## config.mk

```make
export PLATFORM = sky130hd
export DESIGN_NAME = la_trace_expander
export DESIGN_NICKNAME = d
export VERILOG_FILES = /design/src/rtl/la_trace_expander.sv
export SDC_FILE = /design/constraint.sdc
export NUM_CORES = 1
export LEC_CHECK = 0
export CORE_MARGIN = 10
export CORE_UTILIZATION = 36
export CTS_CLUSTER_SIZE = 14
export DETAILED_ROUTE_END_ITERATION = 16
export GPL_TIMING_DRIVEN = 0
export PLACE_DENSITY = 0.75
export SYNTH_ARGS = -nofsm -noshare
export SYNTH_HDL_FRONTEND = slang
export SYNTH_SLANG_ARGS = --single-unit
```

## constraint.sdc

```tcl
create_clock -name axis_clk -period 1.95 [get_ports axis_clk]
set_input_delay 0.39 -clock axis_clk [delete_from_list [all_inputs] [get_ports axis_clk]]
set_output_delay 0.39 -clock axis_clk [all_outputs]
set_load 0.005 [all_outputs]
```

## src/rtl/la_trace_expander.sv

```systemverilog
// Re-expands run-length trace packets {rc, sample} into one sample per output handshake.
// Optional statistics counters are built when LA_EXP_STATS_EN is defined.
module la_trace_expander #(
  parameter int SMP_W  = 24,
  parameter int RC_W   = 8,
  parameter int STAT_W = 32
) (
  input  logic              axis_clk,
  input  logic              axis_rst_n,
  input  logic [31:0]       s_tdata,
  input  logic              s_tvalid,
  output logic              s_tready,
  input  logic              s_tlast,
  input  logic [1:0]        s_tuser,
  output logic [SMP_W-1:0]  smp_data,
  output logic              smp_gap,
  output logic              smp_end,
  output logic              smp_burst_end,
  output logic              smp_valid,
  input  logic              smp_ready,
  input  logic              err_clr,
  output logic              err_rc0,
`ifdef LA_EXP_STATS_EN
  output logic [STAT_W-1:0] stat_pkts,
  output logic [STAT_W-1:0] stat_gaps,
  output logic [STAT_W-1:0] stat_smps,
`endif
  output logic              dbg_state
);

  // Handshakes: a beat moves on either side only in a cycle where valid and
  // ready are both high at the rising edge; valid never waits on ready, and
  // the sample outputs hold steady while smp_valid is high and smp_ready low.

  typedef enum logic {
    IDLE = 1'b0,
    RUN  = 1'b1
  } state_t;

  localparam logic [RC_W-1:0] CNT_ONE = RC_W'(1);

  state_t           state_q, state_d;
  logic [RC_W-1:0]  cnt_q, cnt_d;
  logic [SMP_W-1:0] data_q, data_d;
  logic             gap_q, gap_d;
  logic             tlast_q, tlast_d;
  logic             err_q, err_d;

  logic [RC_W-1:0]  pkt_rc;
  logic [SMP_W-1:0] pkt_smp;
  logic             last_hs;
  logic             accept;
  logic             smp_hs;
  logic             unused_tuser;

  assign pkt_rc       = s_tdata[31 -: RC_W];
  assign pkt_smp      = s_tdata[SMP_W-1:0];
  assign unused_tuser = ^s_tuser;

  // The final sample of a run and the next packet share one cycle, so runs
  // can follow each other without a bubble.
  assign last_hs  = (state_q == RUN) && (cnt_q == CNT_ONE) && smp_ready;
  assign s_tready = axis_rst_n && ((state_q == IDLE) || last_hs);
  assign accept   = s_tvalid && s_tready;
  assign smp_hs   = smp_valid && smp_ready;

  always_comb begin
    state_d = state_q;
    cnt_d   = cnt_q;
    data_d  = data_q;
    gap_d   = gap_q;
    tlast_d = tlast_q;
    err_d   = err_q;

    if (err_clr) begin
      err_d = 1'b0;
    end

    if (state_q == RUN && smp_ready) begin
      if (cnt_q == CNT_ONE) begin
        state_d = IDLE;
        cnt_d   = '0;
      end else begin
        cnt_d = cnt_q - CNT_ONE;
      end
    end

    if (accept) begin
      if (pkt_rc != '0) begin
        state_d = RUN;
        cnt_d   = pkt_rc;
        data_d  = pkt_smp;
        gap_d   = 1'b0;
        tlast_d = s_tlast;
      end else if (pkt_smp == '0) begin
        state_d = RUN;
        cnt_d   = CNT_ONE;
        data_d  = '0;
        gap_d   = 1'b1;
        tlast_d = s_tlast;
      end else begin
        // Malformed packet: dropped, and a new error beats a same-cycle clear.
        err_d = 1'b1;
      end
    end
  end

  always_ff @(posedge axis_clk) begin
    if (!axis_rst_n) begin
      state_q <= IDLE;
      cnt_q   <= '0;
      data_q  <= '0;
      gap_q   <= 1'b0;
      tlast_q <= 1'b0;
      err_q   <= 1'b0;
    end else begin
      state_q <= state_d;
      cnt_q   <= cnt_d;
      data_q  <= data_d;
      gap_q   <= gap_d;
      tlast_q <= tlast_d;
      err_q   <= err_d;
    end
  end

  assign smp_valid     = (state_q == RUN);
  assign smp_data      = data_q;
  assign smp_gap       = gap_q;
  assign smp_end       = (state_q == RUN) && (cnt_q == CNT_ONE);
  assign smp_burst_end = smp_end && tlast_q;
  assign err_rc0       = err_q;
  assign dbg_state     = state_q;

`ifdef LA_EXP_STATS_EN
  localparam logic [STAT_W-1:0] STAT_MAX = '1;
  localparam logic [STAT_W-1:0] STAT_ONE = STAT_W'(1);

  always_ff @(posedge axis_clk) begin
    if (!axis_rst_n || err_clr) begin
      stat_pkts <= '0;
      stat_gaps <= '0;
      stat_smps <= '0;
    end else begin
      if (accept && stat_pkts != STAT_MAX) begin
        stat_pkts <= stat_pkts + STAT_ONE;
      end
      if (accept && s_tdata == 32'h0 && stat_gaps != STAT_MAX) begin
        stat_gaps <= stat_gaps + STAT_ONE;
      end
      if (smp_hs && stat_smps != STAT_MAX) begin
        stat_smps <= stat_smps + STAT_ONE;
      end
    end
  end
`else
  logic unused_smp_hs;
  assign unused_smp_hs = smp_hs;
`endif

endmodule

```

======== Yosys cells after proc, flatten, opt, wreduce, memory -nomap -nowiden ========
Cells that the tools add are included.
storage, ports and cells
  register bits after elaboration ......... 36
  output and inout port bits .............. 31
  word-level logic and storage cells ...... 40
  bits of input ports ..................... 40
operators by class
  equality and inequality tests ........... 1
  muxes and demuxes ....................... 20
  $add $sub $neg .......................... 1
  bitwise gates (word level) .............. 1
  reduce and logical (&&, ||, !) cells .... 11
operators by type and width
  operator             number
  $mux 24              2
  $mux 8               5
  $logic_not 24->1     1
  $mux 1               13
  $eq 8x1->1 const B   1
  $reduce_bool 8->1    1
  $sub 8x1->8 const B  1
  $logic_and 1x1->1    6
  $reduce_and 2->1     1
  $reduce_bool 2->1    1
  $logic_or 1x1->1     1
  $not 1->1            1

======== Longest topological paths before layout ========
  depth after elaboration ................. 7
  mapped depth ............................ 8
  gate-level depth less buffers ........... 7

======== Worst setup path before layout ========
No wires, ideal clock.
  path type ............................... reg2out
  from .................................... register cnt_q[3]
  to ...................................... output smp_burst_end
  arrival ................................. 1516 ps
  cell stages (with the launch flop) ...... 4
  slack ................................... 44 ps
  data required time ...................... 1560 ps
  buffers on the path ..................... 0
  cell sequence ........................... dfxtp_1 -> or4_4 -> nor4b_1 -> and3_2
on the way
  longest elaborated chain between the ends .. 3
RTL lines
  element                 RTL line  text
  start, declared         43        logic [RC_W-1:0] cnt_q, cnt_d;
  start signal, assigned  118       cnt_q <= cnt_d;
  $eq 8x1->1              129       assign smp_end = (state_q == RUN) && (cnt_q == CNT_ONE);
  $logic_and 1x1->1       129
  $logic_and 1x1->1       130       assign smp_burst_end = smp_end && tlast_q;
  end, declared           18        output logic smp_burst_end,
No other way between the ends.

======== Worst setup path in the final report ========
  from .................................... register cnt_q[2]
  to ...................................... output smp_burst_end
Same word-level chain as after synthesis.

==> metrics.yaml <==
outcome: "complete, but fails checks"
violations: "setup timing"
fin_crit_ps: 2211
fp.dieW_um: 84.37
hold_buffers: 0
fin_area_um2: 2479
max_freq_mhz: 452.4
crit_fanout: 2
first_pass_iters: 4
placed_area_um2: 2235
slowest_delay_ps: 560
diodes: 0
min_from: "smp_data[0]$_SDFFE_PN0P_"
r2r-end: "smp_data[3]$_SDFFE_PN0P_"
coreArea_um2: 4000
io_pins: 71
period_share_pct: 113.4
cts_tree: "yes"
drive_above_1_share_pct: 20.60
die_y_um: 84.37
static-leakage-power_nw: 0.9292
area_growth_pct: 66.19
ys_ff_latch: 36
fp.dieArea_um2: 7117
crit_path_start_kind: "flip-flop"
drc: 0
numCtsBuffers: 5
synth_top_area_share_pct: 48.32
antenna_found_initial: 0
fin_setup_tns_ps: -5727
relSlewSlack_pct: 77.72
reg2reg_slack_ps: -230
yosys.cell_types.count: 31
cp_data_arrival_time_ps: 1820
reg2regPathDepth: 8
grt_pass1_vias: 1571
grt-ovfl-total: 0
dp_hpwl_um: 3563
crit_chain: "or4_4 -> nor4b_4 -> buf_4 -> and3_4 -> buf_6"
crit_path_top_delay_cell: "or4_4"
vias_per_cell: 5.113
cts_root_buffer: "clkbuf_8"
num_vias: 1447
clk_latency_ps: 290
cts_max_path_buffers: 2
syn_area_um2: 1491
power_density_nw_per_um2: 719.9
yosysTopAreaCell: "dfxtp_1"
nets: 274
synth-seq-area-share_pct: 48.32
setup_slack_ps: -260.6
crit_type: "reg -> out"
required_ps: 1560
initial_core_util_pct: 37.28
placementRows: 23
synthesis.instances: 145
grt_max_degree: 12
clkTransAtPathRegs_ps: 70
rsz0062_at_grt: "true"
ys_warn_count: 0
min_path_cells: 1
grtUsageTotal_pct: 13.12
drtIter0Drc: 54
place.gp.congestion: 0.8121
drv_slew: 0
crit_path_end_kind: "primary output"
post_drt_wl_per_cell_um: 16.67
skew_ps: 5.613
max-vdd-ir-drop_v: 0.0004774
hold_end: "smp_data[0]$_SDFFE_PN0P_"
avgSynthCellArea_um2: 10.29
min_path_type: "reg -> reg"
ant_nets: 0
htree_levels: 2
wirelength_um: 4717
worst_slew_pin_slew_ps: 331.1
synthTopCellsByArea: "dfxtp_1 48%, a22o_1 15%, o21ai_0 3.0%"
port-buffer-count: 68
cts_sinks: 36
hold_violations: 0
drv_cap: 0
setup_viol: 38
grt_pass1_wl_um: 7734
synth_nets: 187
r2r_start: "cnt_q[0]$_SDFF_PN0_"
## how the worst max path moves through the flow
| stage | cells after the start | end | from | slack, ps |
|---|---|---|---|---|
| finish | 5 | smp_burst_end | cnt_q[2]$_SDFF_PN0_ | -260 |
| global placement | 5 | s_tready | smp_ready | -760 |
| CTS | 5 | smp_burst_end | cnt_q[5]$_SDFF_PN0_ | -290 |
| global route | 5 | smp_burst_end | cnt_q[2]$_SDFF_PN0_ | -320 |
| detailed placement | 5 | s_tready | smp_ready | -730 |
| floorplan | 3 | smp_burst_end | cnt_q[3]$_SDFF_PN0_ | 40 |
## registers in the layout, indices dropped and copies added (netlist names)
name / cells
cnt_q: 8
dbg_state: 1
err_rc0: 1
smp_data: 24
smp_gap: 1
tlast_q: 1
## placed cells by master (no fill, tap or decap), drive strengths merged, types with 2 or more instances in the layout
cell / count
a21oi: 7
inv: 4
nand3: 4
nor2: 7
a22o: 25
or4: 3
nand2: 11
xnor2: 5
o21ai: 12
clkdlybuf4s50: 64
buf: 21
and3: 2
nor4: 7
dfxtp: 36
o21a: 2
nor3: 3
clkbuf: 7
ha: 2
## stage by stage
step / util (%) / setup slack (ps) / instances / hold slack [ps] / total power, mW
after floorplan: - / 43.99 / 145 / 448.7 / 0.9909
after CTS: 61.78 / -289.7 / 283 / 477.2 / 1.790
after detailed placement: 55.86 / -734.6 / 263 / 458.5 / 1.195
after global routing: 61.96 / -323.0 / 283 / 485.9 / 1.868
final: 61.96 / -260.6 / 283 / 479.6 / 1.784
after global placement: 55.86 / -756.6 / 263 / 454.7 / 1.191
## worst max-delay path, delay by kind of cell (launching register included)
kind          cells  cell delay [ps]
simple gates      3              970
buf+inv           2              250
flops             1              320
## power by group
group / internal (mW) / total, mW / switching (mW)
logic: 0.246 / 0.396 / 0.149
registers: 0.794 / 0.837 / 0.0425
clock network: 0.287 / 0.552 / 0.265
total: 1.33 / 1.78 / 0.457
## synth_stat cells, drive strengths merged
library cell  count
o21ai            12
nand4             1
nand2            11
and2              1
nor2              7
inv               4
a22o             25
ha                2
xor2              1
o22ai             1
a21oi             7
a31oi             1
nor4              7
buf               6
nand2b            1
or4bb             1
or4               3
nand3             4
nor4b             1
or3               1
o21a              2
dfxtp            36
nor3              3
xnor2             5
and3              2
## area by class of cell
class,instances,area [um^2]
plain buffers,6,60.06
clock buffers,7,86.33
clock inverters,1,7.507
fillers,353,1521
inverters,4,15.01
multi-input cells,99,753.2
flip-flops and latches,36,726.9
well taps,50,62.56
repair buffers,80,767.0
## cell families after synthesis
group           after synthesis  synth area share, %
simple gates                 43                17.03
fa+ha+maj                     2                1.678
xor+xnor                      6                3.523
flops                        36                48.32
compound gates               48                24.41
buf+inv                      10                5.033
## layer usage
| layer | global-route usage, % | vias up | routed length (um) |
|---|---|---|---|
| met5 | 0 | - | 0 |
| met4 | 4.491 | 0 | 62 |
| met3 | 5.024 | 5 | 318 |
| met2 | 23.03 | 42 | 2468 |
| met1 | 14.06 | 681 | 1867 |
| li1 | - | 719 | - |
## timing repair
action	CTS	global route
setup buffers	12	0
endpoints found under the setup margin	38	39
resized for setup	29	2
pin swaps	10	2
Power figures use the tool's default switching activity.
